[config.mk]
export PLATFORM = sky130hd
export DESIGN_NAME = rom_dl_router
export DESIGN_NICKNAME = d
export VERILOG_FILES = /design/src/rtl/rom_dl_router.sv
export SDC_FILE = /design/constraint.sdc
export NUM_CORES = 1
export LEC_CHECK = 0
export ABC_AREA = 1
export CORE_MARGIN = 2
export CORE_UTILIZATION = 25
export DETAILED_ROUTE_END_ITERATION = 7
export PLACE_DENSITY = 0.45
export SETUP_SLACK_MARGIN = 0.2
export SLEW_MARGIN = 20
export SYNTH_ARGS = -nofsm -noshare
export SYNTH_HDL_FRONTEND = slang
export SYNTH_SLANG_ARGS = --single-unit
[constraint.sdc]
create_clock -name clock_12 -period 5.25 [get_ports clock_12]
set_input_delay 1.05 -clock clock_12 [delete_from_list [all_inputs] [get_ports clock_12]]
set_output_delay 1.05 -clock clock_12 [all_outputs]
set_load 0.005 [all_outputs]
[src/rtl/rom_dl_router.sv]
// Routes the HPS ioctl ROM download into per-region write strobes and holds the game core
// in reset until a complete, in-order image has loaded. Optional checksum gate: ROM_CHECKSUM_EN.
module rom_dl_router #(
    parameter logic [16:0] SND_BASE   = 17'h0C000,
    parameter logic [16:0] GFX_BASE   = 17'h0E000,
    parameter logic [16:0] PROM_BASE  = 17'h1A000,
    parameter logic [16:0] TOTAL_SIZE = 17'h1A040,
    parameter int unsigned SETTLE_CYC = 16
`ifdef ROM_CHECKSUM_EN
    ,
    parameter logic [15:0] EXPECTED_SUM = 16'h0000
`endif
) (
    input  logic        clock_12,
    input  logic        reset,
    input  logic        dl_active,
    input  logic        dl_wr,
    input  logic [16:0] dl_addr,
    input  logic [7:0]  dl_data,
    output logic        cpu_rom_we,
    output logic        snd_rom_we,
    output logic        gfx_rom_we,
    output logic        prom_we,
    output logic [15:0] rom_addr,
    output logic [7:0]  rom_data,
    output logic        game_reset,
    output logic        load_ok,
    output logic        load_err,
`ifdef ROM_CHECKSUM_EN
    output logic        sum_ok,
`endif
    output logic [16:0] byte_count
);

    typedef enum logic [1:0] {
        ST_IDLE   = 2'd0,
        ST_LOAD   = 2'd1,
        ST_SETTLE = 2'd2,
        ST_RUN    = 2'd3
    } state_t;

    localparam int unsigned      SET_W    = (SETTLE_CYC > 1) ? $clog2(SETTLE_CYC) : 1;
    localparam logic [SET_W-1:0] SET_LAST = SET_W'(SETTLE_CYC - 1);
    localparam logic [16:0]      CNT_MAX  = 17'h1FFFF;

    state_t           state_q, state_d;
    logic             act_q;
    logic [SET_W-1:0] settle_q, settle_d;
    logic [16:0]      count_q, count_d;
    logic             ok_q, ok_d;
    logic             err_q, err_d;
    logic             game_reset_q, game_reset_d;
    logic [3:0]       we_q, we_d;
    logic [15:0]      addr_q, addr_d;
    logic [7:0]       data_q, data_d;

    logic             act_rise;
    logic             act_fall;
    logic             accept;
    logic             in_range;
    logic             start_load;
    logic             sum_match;
    logic [3:0]       region;
    logic [15:0]      base;

    assign act_rise   = dl_active & ~act_q;
    assign act_fall   = ~dl_active & act_q;
    // The cycle dl_active falls still belongs to the download, so its byte is taken too.
    assign accept     = (state_q == ST_LOAD) & dl_wr & (dl_active | act_q);
    assign start_load = act_rise & (state_q != ST_LOAD);
    assign in_range   = |region;

    // Region decode: one-hot {cpu, snd, gfx, prom} select and region base.
    always_comb begin
        region = 4'b0000;
        base   = 16'h0000;
        if (dl_addr < SND_BASE) begin
            region = 4'b1000;
            base   = 16'h0000;
        end else if (dl_addr < GFX_BASE) begin
            region = 4'b0100;
            base   = SND_BASE[15:0];
        end else if (dl_addr < PROM_BASE) begin
            region = 4'b0010;
            base   = GFX_BASE[15:0];
        end else if (dl_addr < TOTAL_SIZE) begin
            region = 4'b0001;
            base   = PROM_BASE[15:0];
        end else begin
            region = 4'b0000;
            base   = PROM_BASE[15:0];
        end
    end

    // Write path: strobe, relative address and data for an accepted in-range byte.
    always_comb begin
        we_d   = 4'b0000;
        addr_d = addr_q;
        data_d = data_q;
        if (accept && in_range) begin
            we_d   = region;
            addr_d = dl_addr[15:0] - base;
            data_d = dl_data;
        end else begin
            we_d   = 4'b0000;
        end
    end

`ifdef ROM_CHECKSUM_EN
    logic [15:0] sum_q, sum_d;
    logic        sum_ok_q, sum_ok_d;

    // Running byte sum and the match flag latched at completion.
    always_comb begin
        sum_d    = sum_q;
        sum_ok_d = sum_ok_q;
        if (start_load) begin
            sum_d    = 16'h0000;
            sum_ok_d = 1'b0;
        end else if (accept && in_range) begin
            sum_d    = sum_q + {8'h00, dl_data};
        end else begin
            sum_d    = sum_q;
        end
        sum_match = (sum_d == EXPECTED_SUM);
        if ((state_q == ST_LOAD) && act_fall) begin
            sum_ok_d = sum_match;
        end else begin
            sum_ok_d = sum_ok_d;
        end
    end

    // Checksum registers.
    always_ff @(posedge clock_12) begin
        if (reset) begin
            sum_q    <= 16'h0000;
            sum_ok_q <= 1'b0;
        end else begin
            sum_q    <= sum_d;
            sum_ok_q <= sum_ok_d;
        end
    end

    assign sum_ok = sum_ok_q;
`else
    assign sum_match = 1'b1;
`endif

    // Load FSM next state, byte counter and status flags.
    always_comb begin
        state_d  = state_q;
        settle_d = settle_q;
        count_d  = count_q;
        ok_d     = ok_q;
        err_d    = err_q;
        if (accept) begin
            count_d = (count_q == CNT_MAX) ? count_q : count_q + 17'd1;
            if ((dl_addr != count_q) || !in_range) begin
                err_d = 1'b1;
            end else begin
                err_d = err_q;
            end
        end else begin
            count_d = count_q;
        end
        case (state_q)
            ST_IDLE: begin
                state_d = start_load ? ST_LOAD : ST_IDLE;
            end
            ST_LOAD: begin
                if (act_fall) begin
                    if ((count_d == TOTAL_SIZE) && !err_d && sum_match) begin
                        state_d  = ST_SETTLE;
                        settle_d = {SET_W{1'b0}};
                    end else begin
                        err_d    = 1'b1;
                        state_d  = ST_IDLE;
                    end
                end else begin
                    state_d = ST_LOAD;
                end
            end
            ST_SETTLE: begin
                if (start_load) begin
                    state_d = ST_LOAD;
                end else if (settle_q == SET_LAST) begin
                    ok_d    = 1'b1;
                    state_d = ST_RUN;
                end else begin
                    settle_d = settle_q + SET_W'(1);
                end
            end
            ST_RUN: begin
                state_d = start_load ? ST_LOAD : ST_RUN;
            end
            default: begin
                state_d = ST_IDLE;
            end
        endcase
        if (start_load) begin
            count_d = 17'h00000;
            ok_d    = 1'b0;
            err_d   = 1'b0;
        end else begin
            count_d = count_d;
        end
        game_reset_d = (state_d != ST_RUN);
    end

    // State and output registers.
    always_ff @(posedge clock_12) begin
        if (reset) begin
            state_q      <= ST_IDLE;
            // Track the input during reset so a download already in flight is not seen as a new one.
            act_q        <= dl_active;
            settle_q     <= {SET_W{1'b0}};
            count_q      <= 17'h00000;
            ok_q         <= 1'b0;
            err_q        <= 1'b0;
            game_reset_q <= 1'b1;
            we_q         <= 4'b0000;
            addr_q       <= 16'h0000;
            data_q       <= 8'h00;
        end else begin
            state_q      <= state_d;
            act_q        <= dl_active;
            settle_q     <= settle_d;
            count_q      <= count_d;
            ok_q         <= ok_d;
            err_q        <= err_d;
            game_reset_q <= game_reset_d;
            we_q         <= we_d;
            addr_q       <= addr_d;
            data_q       <= data_d;
        end
    end

    assign {cpu_rom_we, snd_rom_we, gfx_rom_we, prom_we} = we_q;
    assign rom_addr   = addr_q;
    assign rom_data   = data_q;
    assign game_reset = game_reset_q;
    assign load_ok    = ok_q;
    assign load_err   = err_q;
    assign byte_count = count_q;

endmodule

# Yosys cells after proc, flatten, opt, wreduce, memory -nomap -nowiden
# Index checks and enable logic that the tools add are counted.
[word_totals] ff_bits=55 input_bits=29 out_inout_bits=48 word_cells=77
[classes] addsub=3 order_cmp=4 eq_ne=13 muxes=26 n_bitwise=9 reduce_logical=12
[ops] operator="17-bit == test, second input constant" count=2
[ops] operator="17-bit by 16-bit less-than comparator with 1-bit output, second input constant" count=2
[ops] operator="17-bit less-than comparator, second input constant" count=2
[ops] operator="17-bit two-way mux" count=2
[ops] operator="15-bit two-way mux" count=2
[ops] operator="4-bit two-way mux" count=5
[ops] operator="17-bit by 1-bit adder with 17-bit output, second input constant" count=1
[ops] operator="17-bit inequality test" count=1
[ops] operator="16-bit two-way mux" count=1
[ops] operator="16-bit subtractor" count=1
[ops] operator="2-bit two-way mux" count=6
[ops] operator="2-bit inequality test, second input constant" count=4
[ops] operator="2-bit one-hot mux with 4 select lines" count=1
[ops] operator="4-bit one-hot mux with 2 select lines" count=1
[ops] operator="1-bit two-way mux" count=7
[ops] operator="1-bit AND" count=5
[ops] operator="5-bit AND reduction" count=1
[ops] operator="4-bit by 1-bit adder with 4-bit output, second input constant" count=1
[ops] operator="2-bit == test, second input constant" count=2
[ops] operator="4-bit == test, second input constant" count=1
[ops] operator="2-bit by 1-bit inequality test with 1-bit output, second input constant" count=2
[ops] operator="2-bit OR reduction" count=2
[ops] operator="4-bit OR reduction" count=1
[ops] operator="3-bit two-way mux" count=1
[ops] operator="other kinds (9)" count=13

# Logic depth before layout (Yosys ltp)
# Gate-level depths: netlist (run 1).
[depth] depth_word=16 ltp_mapped=18 ltp_nobuf=18

# Worst setup path after synthesis (run 1)
# OpenSTA, ideal clock, no wires.
[synth_timing] path_type="input to register" start="input port dl_wr" end="register settle_q[0]" arrival_ns=2.363 t_required_ns=5.135 slack_ns=2.772 cell_stages=13 path_cell_list="nand2_1 > nor2_1 > buf_4 > buf_4 > nor2_1 > a21oi_1 > nand3_1 > nor2_2 > nand3_1 > nand2_2 > nand3_1 > nand2_1 > nor2_1"
[synth_between] elab_chain_len=7 elab_cells_between_ends=9 cone_classes="eq/ne: 2; mux: 2; bitwise: 2; reduce/logical: 3"
[synth_rtl] item="start: declaration" line="17" source="input logic dl_wr,"
[synth_rtl] item="1-bit AND (*) (2 in a row)" line="69" source="assign accept = (state_q == ST_LOAD) & dl_wr & (dl_active | act_q);"
[synth_rtl] item="17-bit two-way mux / 1-bit two-way mux (equally long branches)" line="156" source="if (accept) begin"
[synth_rtl] item="17-bit == test / 1-bit logical NOT (equally long branches)" line="172" source="if ((count_d == TOTAL_SIZE) && !err_d && sum_match) begin"
[synth_rtl] item="1-bit logical AND (*)" line="172"
[synth_rtl] item="2-bit by 1-bit inequality test with 1-bit output (no source line) (*)"
[synth_rtl] item="5-bit AND reduction (no source line) (*)"
[synth_rtl] item="end signal: assignment" line="216" source="settle_q <= {SET_W{1'b0}};"
[synth_rtl] item="end signal: assignment" line="227" source="settle_q <= settle_d;"
[synth_rtl] item="end: declaration" line="48" source="logic [SET_W-1:0] settle_q, settle_d;"
# Mark *: on every way between the ends. The rest lies on a longest branch, timed or not.
# A chain may end at the register's enable or synchronous reset.

# Final worst setup path (run 1)
[layout_timing] start="input port dl_addr[15]" end="register addr_q[15] (netlist: rom_addr[15])"
[layout_between] elab_chain_len=7 elab_cells_between_ends=14 cone_classes="add/sub: 1; order compare: 4; mux: 7; reduce/logical: 2"
[layout_rtl] item="start: declaration" line="18" source="input logic [16:0] dl_addr,"
[layout_rtl] item="parallel branches: the longest is 7 deep, another holds 17-bit less-than comparator"
[layout_rtl] item="end signal: assignment" line="233" source="addr_q <= addr_d;"
[layout_rtl] item="end: declaration" line="54" source="logic [15:0] addr_q, addr_d;"
# Parallel ways; which one is timed is not known.

==> flow_results.xml, run 1 <==
<?xml version="1.0" encoding="UTF-8"?>
<metrics>
  <group name="sta">
    <metric name="timing.final.crit_share" unit="%">65.3</metric>
    <metric name="finalHoldViolCount" unit="">0</metric>
    <metric name="fin_ws" unit="ns">1.82</metric>
    <metric name="tightest_slew" unit="ns">0.814</metric>
    <metric name="min_period" unit="ns">3.43</metric>
    <metric name="fin_setup_tns" unit="ns">0</metric>
    <metric name="achievable_clock_frequency" unit="GHz">0.292</metric>
    <metric name="final.setup_skew" unit="ns">0.00708</metric>
    <metric name="timing.final.max_slew_violations" unit="">0</metric>
    <metric name="finish_stage_setup_viols" unit="">0</metric>
    <metric name="grt_setup_unrepaired" unit="">no</metric>
    <metric name="relSlewSlack" unit="%">45.7</metric>
  </group>
  <group name="logic_synthesis">
    <metric name="synth.cell_area" unit="sq mm">0.00295</metric>
    <metric name="synthesis.instances" unit="">453</metric>
    <metric name="main_combinational_cell_family_by_area_after_synthesis" unit="">simple AND/OR/NAND/NOR gates</metric>
    <metric name="synth-edff-count" unit="">0</metric>
    <metric name="synth_cell_types" unit="">29</metric>
    <metric name="synth_simple_gate_area_share" unit="%">36.5</metric>
    <metric name="post_synth.cell_area_avg" unit="sq um">6.52</metric>
    <metric name="yosysTopAreaCell" unit="">dfxtp_1</metric>
    <metric name="synth-seq-area-share" unit="%">37.3</metric>
    <metric name="synth-seq-cells" unit="">55</metric>
    <metric name="synth_adder_area_share" unit="%">3.22</metric>
    <metric name="asyncSetResetFlopFracSynth" unit="%">0</metric>
    <metric name="yosys-top-cells-area" unit="">dfxtp_1 (37%), nor2_1 (13%), nand2_1 (12%), inv_1 (6.2%), nand3_1 (5.9%)</metric>
    <metric name="yosys_most_used_dff" unit="">dfxtp_1</metric>
    <metric name="yosysWarningCount" unit="">0</metric>
    <metric name="syn-num-nets" unit="">489</metric>
    <metric name="synth_compound_area_share" unit="%">9.24</metric>
    <metric name="yosysTopAreaCellShare" unit="%">37.3</metric>
    <metric name="synth.mux.area_fraction" unit="%">0</metric>
    <metric name="synthXorXnorAreaFrac" unit="%">5.04</metric>
  </group>
  <group name="route">
    <metric name="drcViolationCount" unit="">0</metric>
    <metric name="drtPass1Iterations" unit="">5</metric>
    <metric name="via_count" unit="">2921</metric>
    <metric name="drtAntennaViolNets" unit="">0</metric>
    <metric name="route.detailed.vias_per_inst" unit="">4.39</metric>
    <metric name="route.final.wire_length" unit="mm">8.71</metric>
    <metric name="drt-initial-drc-count" unit="">227</metric>
    <metric name="routedWlPerCell" unit="um">13.1</metric>
  </group>
  <group name="clocking">
    <metric name="cts_post_setup_buffers_inserted" unit="">0</metric>
    <metric name="tritoncts.num_buffers" unit="">5</metric>
    <metric name="clk_path_buf_depth" unit="">2</metric>
    <metric name="tritoncts" unit="">yes</metric>
    <metric name="cts.hold.buffers_added" unit="">0</metric>
    <metric name="clock_insertion_delay_worst_skew" unit="ns">0.29</metric>
    <metric name="clk_root_buffer_cell" unit="">clkbuf_16</metric>
    <metric name="clkTransAtPathRegs" unit="ns">0.07</metric>
    <metric name="cts_sinks" unit="">55</metric>
    <metric name="cts_resizes" unit="">0</metric>
    <metric name="cts.htree.levels" unit="">2</metric>
  </group>
  <group name="die">
    <metric name="start_util" unit="%">25.8</metric>
    <metric name="core_area" unit="sq mm">0.0115</metric>
    <metric name="dieWidth" unit="um">113</metric>
    <metric name="dieHeight" unit="um">113</metric>
    <metric name="number_of_cell_rows" unit="">39</metric>
    <metric name="io_pins" unit="">77</metric>
    <metric name="design.die.area" unit="sq mm">0.0127</metric>
  </group>
  <group name="worst_setup_path">
    <metric name="worst_r2r_endpoint" unit="">settle_q[0]</metric>
    <metric name="path_max_fanout" unit="">29</metric>
    <metric name="worstSetupPathType" unit="">in -&gt; reg</metric>
    <metric name="start_kind" unit="">input port</metric>
    <metric name="endpoint_kind" unit="">flop</metric>
    <metric name="crit_required" unit="ns">5.40</metric>
    <metric name="timing.reg2reg.worst_path_depth" unit="">16</metric>
    <metric name="worst_r2r_startpoint" unit="">byte_count[0]</metric>
    <metric name="reg2reg_slack" unit="ns">2.30</metric>
    <metric name="critical_path_arrival" unit="ns">3.58</metric>
  </group>
  <group name="placement">
    <metric name="port_buffers" unit="">76</metric>
    <metric name="detailedPlacementHpwl" unit="mm">6.75</metric>
    <metric name="detailedPlace.worstSlack" unit="ns">1.47</metric>
    <metric name="globalplace.congestion" unit="">0.843</metric>
  </group>
  <group name="worst_hold_path">
    <metric name="hold_path_depth" unit="">2</metric>
    <metric name="holdPathEnd" unit="">load_ok</metric>
    <metric name="worstHoldPathType" unit="">reg -&gt; reg</metric>
    <metric name="worstHoldStart" unit="">load_ok</metric>
  </group>
  <group name="final_layout">
    <metric name="diodes" unit="">0</metric>
    <metric name="utilization_of_the_core_after_routing" unit="%">35.1</metric>
    <metric name="share_of_cells_above_drive_strength_1" unit="%">3.44</metric>
    <metric name="area_growth_syn_to_layout" unit="%">36.1</metric>
    <metric name="design.final.nets" unit="">558</metric>
    <metric name="layout_commonest_cell" unit="">nor2_1</metric>
    <metric name="most-common-layout-cells" unit="">nor2_1 (100), nand2_1 (95), clkdlybuf4s50_1 (76)</metric>
  </group>
  <group name="grt">
    <metric name="first_global_vias" unit="">2774</metric>
    <metric name="antenna_found_initial" unit="">0</metric>
    <metric name="globalRouteOverflowTotal" unit="">0</metric>
    <metric name="globalRouteTotalUtil" unit="%">14.0</metric>
    <metric name="largest_net_degree_at_the_start_of_global_routing" unit="">30</metric>
    <metric name="grt_first_pass_wirelength" unit="mm">14.2</metric>
  </group>
  <group name="job">
    <metric name="cap_viol_max_count" unit="">0</metric>
  </group>
  <group name="power">
    <metric name="power_density" unit="mW/mm^2">245</metric>
    <metric name="power_leakage" unit="nW">1.62</metric>
    <metric name="worst_ir_drop_vdd" unit="V">0.000128</metric>
  </group>
  <group name="outcome">
    <metric name="run_status" unit="">complete, no violations</metric>
  </group>
</metrics>
-- metal layers --
layer / vias up / global-route usage, % / part of all wire [%]
li1: 1572 / - / -
met1: 1282 / 19.2 / 49
met2: 60 / 22.7 / 45
met3: 7 / 2.75 / 5.1
met4: 0 / 3.66 / 1.1
met5: - / 0 / 0
-- flip-flops by register name (all words and copies together), names as in the netlist --
name        count
game_reset      1
act_q           1
state_q         2
load_err        1
load_ok         1
rom_data        8
rom_addr       16
we_q            4
byte_count     17
settle_q        4
-- worst max-delay path, cell delays in order --
cell	delay, ns
clkdlybuf4s50_1	0.56
nand2_1	0.11
a21oi_1	0.26
nand2_1	0.16
nand2_1	0.50
inv_1	0.56
o21ai_0	0.31
a21oi_1	0.06
-- power breakdown --
part,switching (mW),internal [mW]
sequential,0.0101,0.430
clock,0.155,0.273
combinational,0.0586,0.0586
-- worst max path at each step --
stage | from | endpoint | slack (ns) | depth (start not counted)
detailed placement | dl_addr[15] | rom_addr[8] | 1.47 | 8
global placement | dl_addr[15] | rom_addr[15] | 1.62 | 8
CTS | dl_addr[15] | rom_addr[8] | 1.76 | 8
global route | dl_addr[15] | rom_addr[8] | 1.49 | 9
floorplan | dl_wr | settle_q[0] | 2.77 | 13
finish | dl_addr[15] | rom_addr[15] | 1.82 | 8
-- kinds of logic after synthesis --
family	count (synthesis)
compound gates	52
xor+xnor	17
fa+ha+maj	7
buf+inv	64
flops	55
simple gates	258
-- metrics by stage --
stage                     total power [mW]  cells  instance area (sq um)  hold WS [ns]
final                                0.986    666                   4020         0.473
after floorplan                      0.509    453                   2950         0.452
after detailed placement             0.568    658                   3830         0.465
after global placement               0.569    658                   3830         0.455
after global routing                  1.03    666                   4020         0.507
after CTS                             1.00    666                   4020         0.481
-- cell usage after synthesis (5+ instances only) --
| library cell | count |
|---|---|
| a21oi_1 | 18 |
| clkbuf_1 | 11 |
| dfxtp_1 | 55 |
| ha_1 | 6 |
| inv_1 | 49 |
| nand2_1 | 95 |
| nand3_1 | 35 |
| nand4_1 | 7 |
| nor2_1 | 100 |
| nor2_2 | 5 |
| nor3_1 | 8 |
| o21ai_0 | 28 |
| xnor2_1 | 7 |
| xor2_1 | 10 |
-- layout make-up --
cell class                      count  area (sq um)
Clock buffer                        5           125
Tap cell                          143           179
Sequential cell                    55          1100
Inverter                           49           184
Multi-Input combinational cell    334          1600
Clock inverter                      3          67.6
Timing Repair Buffer               77           768
Fill cell                        1273          7450
No activity file was read; power rests on OpenSTA's default activity.
==> run 2: changes to the inputs <==
--- a/config.mk
+++ b/config.mk
@@ -9,7 +9,7 @@
 export CORE_MARGIN = 2
 export CORE_UTILIZATION = 25
 export DETAILED_ROUTE_END_ITERATION = 7
-export PLACE_DENSITY = 0.45
+export PLACE_DENSITY = 0.46
 export SETUP_SLACK_MARGIN = 0.2
 export SLEW_MARGIN = 20
 export SYNTH_ARGS = -nofsm -noshare
==> constraint.sdc (replaced) <==
create_clock -name clock_12 -period 3 [get_ports clock_12]
set_input_delay 0.6 -clock clock_12 [delete_from_list [all_inputs] [get_ports clock_12]]
set_output_delay 0.6 -clock clock_12 [all_outputs]
set_load 0.005 [all_outputs]
==> flow_results.xml, run 2 (synthesis gave the netlist of run 1 again) <==
<?xml version="1.0" encoding="UTF-8"?>
<metrics>
  <group name="outcome">
    <metric name="run_status" unit="">complete, no violations</metric>
  </group>
  <group name="worst_setup_path">
    <metric name="family_with_the_most_delay_on_the_worst_path" unit="">simple AND/OR/NAND/NOR gates</metric>
    <metric name="crit_top_cell" unit="">nand2_1</metric>
    <metric name="critical_path.slowest_cell" unit="">clkdlybuf4s50_1</metric>
    <metric name="start_kind" unit="">input port</metric>
    <metric name="critical_path_arrival" unit="ns">2.76</metric>
    <metric name="crit_path_cell_trace" unit="">clkdlybuf4s50_1 -&gt; nor2_1 -&gt; nor2_2 -&gt; buf_12 -&gt; clkinvlp_4 -&gt; nor2_2 -&gt; nand3_1 -&gt; nand2_1 -&gt; nand2_1 -&gt; nor2_1 -&gt; nand2_1 -&gt; nor2_4 -&gt; nand3_2 -&gt; nand2_4 -&gt; nand3_1 -&gt; nand2_1 -&gt; nor2_1</metric>
    <metric name="endpoint_kind" unit="">flop</metric>
    <metric name="critical_path.max_stage_delay" unit="ns">0.49</metric>
    <metric name="path_max_fanout" unit="">11</metric>
    <metric name="worstSetupPathType" unit="">in -&gt; reg</metric>
    <metric name="critical_path_buffers_and_inverters" unit="">3</metric>
    <metric name="reg2reg_slack" unit="ns">0.57</metric>
    <metric name="crit_required" unit="ns">3.18</metric>
    <metric name="crit_path_start" unit="">dl_active</metric>
    <metric name="worst_r2r_startpoint" unit="">state_q[1]</metric>
  </group>
  <group name="power">
    <metric name="power_density" unit="mW/mm^2">379</metric>
    <metric name="power.net_switching" unit="mW">0.378</metric>
    <metric name="internal-power" unit="mW">1.19</metric>
    <metric name="power_leakage" unit="nW">1.68</metric>
    <metric name="sequential_share_of_power" unit="%">48.9</metric>
    <metric name="worst_ir_drop_vdd" unit="V">0.000211</metric>
    <metric name="share_comb_of_total_power" unit="%">14.2</metric>
    <metric name="power.clock.fraction" unit="%">36.8</metric>
    <metric name="power.share.switching" unit="%">24.1</metric>
  </group>
  <group name="route">
    <metric name="wl_met2" unit="mm">4.17</metric>
    <metric name="drtPass1Iterations" unit="">4</metric>
    <metric name="top_layer_used" unit="">met4</metric>
    <metric name="met1_length" unit="mm">4.24</metric>
    <metric name="route.detailed.vias_per_inst" unit="">4.53</metric>
    <metric name="route.met3.wl" unit="um">542</metric>
    <metric name="via_count" unit="">3080</metric>
    <metric name="drt-initial-drc-count" unit="">196</metric>
    <metric name="drcViolationCount" unit="">0</metric>
    <metric name="route.final.wire_length" unit="mm">9.13</metric>
    <metric name="drtAntennaViolNets" unit="">0</metric>
    <metric name="routedWlPerCell" unit="um">13.4</metric>
  </group>
  <group name="clocking">
    <metric name="tritoncts" unit="">yes</metric>
    <metric name="clk_path_buf_depth" unit="">2</metric>
    <metric name="tritoncts.num_buffers" unit="">5</metric>
    <metric name="clkTransAtPathRegs" unit="ns">0.07</metric>
    <metric name="clock_insertion_delay_worst_skew" unit="ns">0.29</metric>
    <metric name="clk_root_buffer_cell" unit="">clkbuf_16</metric>
    <metric name="cts_sinks" unit="">55</metric>
    <metric name="cts.htree.levels" unit="">2</metric>
  </group>
  <group name="sta">
    <metric name="min_period" unit="ns">2.58</metric>
    <metric name="fin_setup_tns" unit="ns">0</metric>
    <metric name="timing.final.max_slew_violations" unit="">0</metric>
    <metric name="finish_stage_setup_viols" unit="">0</metric>
    <metric name="grt_setup_unrepaired" unit="">no</metric>
    <metric name="finalHoldViolCount" unit="">0</metric>
    <metric name="achievable_clock_frequency" unit="GHz">0.388</metric>
    <metric name="tightest_slew" unit="ns">0.670</metric>
    <metric name="timing.final.crit_share" unit="%">85.9</metric>
    <metric name="final.setup_skew" unit="ns">0.00869</metric>
    <metric name="relSlewSlack" unit="%">55.3</metric>
  </group>
  <group name="final_layout">
    <metric name="design.final.nets" unit="">573</metric>
    <metric name="most-common-layout-cells" unit="">nor2_1 (97), nand2_1 (95), clkdlybuf4s50_1 (76)</metric>
    <metric name="area_growth_syn_to_layout" unit="%">40.6</metric>
    <metric name="largest_register_ff_count" unit="">17</metric>
    <metric name="layout_commonest_cell" unit="">nor2_1</metric>
    <metric name="share_of_cells_above_drive_strength_1" unit="%">7.08</metric>
    <metric name="design_area" unit="sq mm">0.00415</metric>
    <metric name="diodes" unit="">0</metric>
    <metric name="final-seq-area" unit="sq mm">0.00110</metric>
    <metric name="filler_cell_count" unit="">1245</metric>
    <metric name="area_of_the_multi_input_gates" unit="sq mm">0.00163</metric>
  </group>
  <group name="die">
    <metric name="start_util" unit="%">25.8</metric>
    <metric name="design.die.area" unit="sq mm">0.0127</metric>
    <metric name="number_of_cell_rows" unit="">39</metric>
    <metric name="io_pins" unit="">77</metric>
    <metric name="core_area" unit="sq mm">0.0115</metric>
    <metric name="dieWidth" unit="um">113</metric>
    <metric name="dieHeight" unit="um">113</metric>
  </group>
  <group name="placement">
    <metric name="detailed_place.area" unit="sq mm">0.00392</metric>
    <metric name="detailedPlacementHpwl" unit="mm">6.93</metric>
    <metric name="globalplace.congestion" unit="">0.818</metric>
    <metric name="port_buffers" unit="">76</metric>
  </group>
  <group name="grt">
    <metric name="first_global_vias" unit="">2974</metric>
    <metric name="globalRouteOverflowTotal" unit="">0</metric>
    <metric name="globalRouteTotalUtil" unit="%">14.7</metric>
    <metric name="largest_net_degree_at_the_start_of_global_routing" unit="">26</metric>
    <metric name="grt_first_pass_wirelength" unit="mm">15.0</metric>
    <metric name="antenna_found_initial" unit="">0</metric>
  </group>
  <group name="worst_hold_path">
    <metric name="worstHoldStart" unit="">load_ok</metric>
    <metric name="worstHoldPathType" unit="">reg -&gt; reg</metric>
  </group>
  <group name="job">
    <metric name="cap_viol_max_count" unit="">0</metric>
  </group>
</metrics>
[run 2: cell types whose count changed in the layout (fill, tap and decap cells not counted), sizes merged]
cell,change
clkinv,+1
clkbuf,+2
buf,+14
inv,-1
bufinv,-2
[run 2: worst register-to-register path: stages (launching register included)]
cell	delay, ns
dfxtp_1	0.34
inv_1	0.12
ha_4	0.20
nand2_1	0.07
nor2_2	0.16
buf_12	0.16
clkinvlp_4	0.13
nor2_2	0.12
nand3_1	0.09
nand2_1	0.11
nand2_1	0.06
nor2_1	0.10
nand2_1	0.12
nor2_4	0.15
nand3_2	0.09
nand2_4	0.11
nand3_1	0.07
nand2_1	0.07
nor2_1	0.04
[run 2: final timing paths]
check | end | cells after the start
setup / recovery | settle_q[1] | 17
hold / removal | load_ok | 2
setup reg to reg | settle_q[1] | 18
hold reg to reg | load_ok | 2
[run 2: power groups by stage]
stage / sequential [mW] / combinational [mW] / clock, mW
2_1_floorplan: 0.785 / 0.105 / 0
3_3_place_gp: 0.785 / 0.216 / 0
3_5_place_dp: 0.786 / 0.216 / 0
4_1_cts: 0.769 / 0.217 / 0.610
5_1_grt: 0.773 / 0.252 / 0.637
6_report: 0.770 / 0.224 / 0.579
[run 2: layout make-up]
cell class / count / share of cell area (%)
multi-input cells: 334 / 39.3
repair buffers: 92 / 21.9
flip-flops and latches: 55 / 26.5
well taps: 143 / 4.31
clock buffers: 6 / 3.34
clock inverters: 1 / 0.121
inverters: 49 / 4.52
[run 2: timing repair]
| item | in CTS | in global routing |
|---|---|---|
| endpoints found under the setup margin | 0 | 6 |
| setup buffers | 0 | 3 |
| resized for setup | 0 | 9 |
| hold buffers | 0 | 0 |
[run 2: routing by layer]
metal	up-vias	GRT usage, %
met1	1386	20.0
met4	0	5.20
met5	-	0
met3	11	2.65
met2	83	23.6
li1	1600	-
[run 2: per-stage QoR]
stage | hold slack [ns] | util (%) | total power, mW | cells | setup slack (ns)
floorplan | 0.452 | - | 0.890 | 453 | 0.888
global placement | 0.452 | 34.2 | 1.00 | 669 | 0.0944
detailed placement | 0.468 | 34.2 | 1.00 | 669 | 0.0303
CTS | 0.486 | 35.5 | 1.60 | 676 | 0.329
global route | 0.516 | 36.2 | 1.66 | 680 | 0.198
finish | 0.472 | 36.2 | 1.57 | 680 | 0.424
==> run 3: changes to the inputs <==
--- a/config.mk
+++ b/config.mk
@@ -9,7 +9,7 @@
 export CORE_MARGIN = 2
 export CORE_UTILIZATION = 25
 export DETAILED_ROUTE_END_ITERATION = 7
-export PLACE_DENSITY = 0.46
+export PLACE_DENSITY = 0.45
 export SETUP_SLACK_MARGIN = 0.2
 export SLEW_MARGIN = 20
 export SYNTH_ARGS = -nofsm -noshare
==> constraint.sdc (replaced) <==
create_clock -name clock_12 -period 2.5 [get_ports clock_12]
set_input_delay 0.5 -clock clock_12 [delete_from_list [all_inputs] [get_ports clock_12]]
set_output_delay 0.5 -clock clock_12 [all_outputs]
set_load 0.005 [all_outputs]
==> flow_results.xml, run 3 (synthesis gave the netlist of run 1 again) <==
<?xml version="1.0" encoding="UTF-8"?>
<metrics>
  <group name="outcome">
    <metric name="run_status" unit="">complete, no violations</metric>
  </group>
  <group name="worst_setup_path">
    <metric name="critical_path_arrival" unit="ns">2.45</metric>
    <metric name="worstSetupPathType" unit="">reg -&gt; reg</metric>
    <metric name="critical_path.slowest_cell" unit="">dfxtp_2</metric>
    <metric name="start_kind" unit="">flop</metric>
    <metric name="timing.reg2reg.worst_path_depth" unit="">18</metric>
    <metric name="worst_r2r_startpoint" unit="">byte_count[0]</metric>
    <metric name="crit_required" unit="ns">2.74</metric>
    <metric name="worst_r2r_endpoint" unit="">load_err</metric>
    <metric name="critical_path.max_stage_delay" unit="ns">0.36</metric>
    <metric name="path_max_fanout" unit="">6</metric>
    <metric name="endpoint_kind" unit="">flop</metric>
    <metric name="crit_path_cell_trace" unit="">ha_4 -&gt; nand3_4 -&gt; nor2_4 -&gt; nand3_2 -&gt; buf_8 -&gt; buf_6 -&gt; buf_4 -&gt; nand3b_1 -&gt; nand2_1 -&gt; nand2_2 -&gt; nor2_4 -&gt; nand2_2 -&gt; nor2_4 -&gt; buf_4 -&gt; buf_4 -&gt; a21oi_1 -&gt; nor2_1 -&gt; nor2_1</metric>
    <metric name="reg2reg_slack" unit="ns">0.29</metric>
  </group>
  <group name="placement">
    <metric name="globalplace.congestion" unit="">0.859</metric>
    <metric name="detailed_place.area" unit="sq mm">0.00418</metric>
    <metric name="dp_cells" unit="">703</metric>
    <metric name="detailedPlacementHpwl" unit="mm">7.34</metric>
    <metric name="port_buffers" unit="">76</metric>
  </group>
  <group name="worst_hold_path">
    <metric name="worstHoldPathType" unit="">reg -&gt; reg</metric>
    <metric name="worstHoldStart" unit="">rom_addr[0]</metric>
    <metric name="hold_path_depth" unit="">2</metric>
    <metric name="holdPathEnd" unit="">rom_addr[0]</metric>
  </group>
  <group name="route">
    <metric name="met1_length" unit="mm">4.80</metric>
    <metric name="wl_met2" unit="mm">4.67</metric>
    <metric name="routedWlPerCell" unit="um">13.5</metric>
    <metric name="drcViolationCount" unit="">0</metric>
    <metric name="via_count" unit="">3285</metric>
    <metric name="route.final.wire_length" unit="mm">9.91</metric>
    <metric name="route.met3.wl" unit="um">321</metric>
    <metric name="route.detailed.vias_per_inst" unit="">4.46</metric>
    <metric name="drtAntennaViolNets" unit="">0</metric>
    <metric name="top_layer_used" unit="">met4</metric>
    <metric name="drt-initial-drc-count" unit="">195</metric>
    <metric name="drtPass1Iterations" unit="">4</metric>
  </group>
  <group name="power">
    <metric name="power_leakage" unit="nW">2.04</metric>
    <metric name="worst_ir_drop_vdd" unit="V">0.000233</metric>
    <metric name="power_density" unit="mW/mm^2">439</metric>
    <metric name="totalPowerFinal" unit="mW">2.14</metric>
  </group>
  <group name="final_layout">
    <metric name="design.final.nets" unit="">628</metric>
    <metric name="most-common-layout-cells" unit="">nor2_1 (85), nand2_1 (76), clkdlybuf4s50_1 (71)</metric>
    <metric name="layout_commonest_cell" unit="">nor2_1</metric>
    <metric name="final_cell_count_no_fill" unit="">736</metric>
    <metric name="share_of_cells_above_drive_strength_1" unit="%">25.6</metric>
    <metric name="area_growth_syn_to_layout" unit="%">65.1</metric>
    <metric name="design_area" unit="sq mm">0.00488</metric>
    <metric name="largest_register_ff_count" unit="">17</metric>
    <metric name="diodes" unit="">0</metric>
  </group>
  <group name="clocking">
    <metric name="tritoncts" unit="">yes</metric>
    <metric name="cts.htree.levels" unit="">2</metric>
    <metric name="cts.hold.buffers_added" unit="">0</metric>
    <metric name="clock_insertion_delay_worst_skew" unit="ns">0.30</metric>
    <metric name="clk_path_buf_depth" unit="">2</metric>
    <metric name="tritoncts.num_buffers" unit="">5</metric>
    <metric name="clk_root_buffer_cell" unit="">clkbuf_16</metric>
    <metric name="clkTransAtPathRegs" unit="ns">0.08</metric>
    <metric name="cts_sinks" unit="">55</metric>
  </group>
  <group name="grt">
    <metric name="globalRouteTotalUtil" unit="%">15.0</metric>
    <metric name="first_global_vias" unit="">3047</metric>
    <metric name="antenna_found_initial" unit="">0</metric>
    <metric name="grt_first_pass_wirelength" unit="mm">15.2</metric>
    <metric name="largest_net_degree_at_the_start_of_global_routing" unit="">23</metric>
    <metric name="globalRouteOverflowTotal" unit="">0</metric>
  </group>
  <group name="sta">
    <metric name="grt_setup_unrepaired" unit="">no</metric>
    <metric name="achievable_clock_frequency" unit="GHz">0.453</metric>
    <metric name="timing.final.crit_share" unit="%">88.2</metric>
    <metric name="final.setup_skew" unit="ns">0.00889</metric>
    <metric name="finalHoldViolCount" unit="">0</metric>
    <metric name="finish_stage_setup_viols" unit="">0</metric>
    <metric name="timing.final.max_slew_violations" unit="">0</metric>
    <metric name="relSlewSlack" unit="%">74.9</metric>
    <metric name="tightest_slew" unit="ns">0.377</metric>
    <metric name="min_period" unit="ns">2.21</metric>
  </group>
  <group name="die">
    <metric name="io_pins" unit="">77</metric>
    <metric name="start_util" unit="%">25.8</metric>
    <metric name="core_area" unit="sq mm">0.0115</metric>
    <metric name="number_of_cell_rows" unit="">39</metric>
    <metric name="dieWidth" unit="um">113</metric>
    <metric name="dieHeight" unit="um">113</metric>
    <metric name="design.die.area" unit="sq mm">0.0127</metric>
  </group>
  <group name="job">
    <metric name="cap_viol_max_count" unit="">0</metric>
  </group>
</metrics>
[run 3: cell count changes in the layout (fill, tap and decap cells not counted), moves of 4 or more]
cell,delta
nand2_2,+17
nand2_1,-19
nor2_1,-12
nor2_4,+9
buf_4,+50
buf_6,+5
nand3_1,-10
nand3_2,+9
dlymetal6s2s_1,+4
dfxtp_2,+7
clkdlybuf4s50_1,-5
dfxtp_1,-10
[run 3: where the power goes]
part           internal [mW]  total (mW)  switching, mW  leakage [nW]
Combinational          0.159       0.306          0.147          1.50
Clock                  0.575       0.914          0.340        0.0900
Sequential             0.900       0.919         0.0186         0.451
[run 3: how the worst max path moves through the flow]
stage               slack, ns          end           from  cells past startpoint
finish                   0.29     load_err  byte_count[0]                     18
global route             0.13     load_err  byte_count[0]                     18
CTS                      0.20  settle_q[1]     state_q[1]                     20
detailed placement      -0.19  settle_q[1]      dl_active                     17
global placement        -0.13  settle_q[2]      dl_active                     17
floorplan                0.39  settle_q[0]  byte_count[0]                     15
[run 3: stage by stage]
step | worst slack [ns] | TNS, ns | hold slack [ns] | utilization, %
global placement | -0.134 | -0.603 | 0.465 | 36.4
CTS | 0.202 | 0 | 0.492 | 39.6
finish | 0.295 | 0 | 0.486 | 42.5
detailed placement | -0.193 | -0.864 | 0.476 | 36.4
floorplan | 0.388 | 0 | 0.452 | -
global route | 0.131 | 0 | 0.511 | 42.5
[run 3: layer usage]
| metal | track usage [%] | vias to the layer above |
|---|---|---|
| li1 | - | 1713 |
| met3 | 2.32 | 8 |
| met5 | 0 | - |
| met4 | 4.39 | 0 |
| met2 | 24.4 | 65 |
| met1 | 20.6 | 1499 |
[run 3: cell type report]
cell class,instances,area [sq um]
inverter,49,191
fill,1172,6590
sequential,55,1120
tap,143,179
clock inverter,3,67.6
multi-input combinational,334,1850
timing repair buffer,147,1340
clock buffer,5,125
[run 3: what timing repair did]
action                                  4_1_cts  5_1_grt
endpoints found under the setup margin        5        8
gates cloned                                  0        0
pin swaps                                    14       33
resized for setup                            25       76
buffers inserted                             12       13
[run 3: critical path: cells and delay by family (launching register included)]
| family | cells | cell delay [ns] |
|---|---|---|
| AND/OR/NAND/NOR | 11 | 0.85 |
| buffers and inverters | 5 | 0.66 |
| flip-flops | 1 | 0.36 |
| AO/OA/AOI/OAI | 1 | 0.13 |
| adder cells (fa/ha/maj) | 1 | 0.16 |
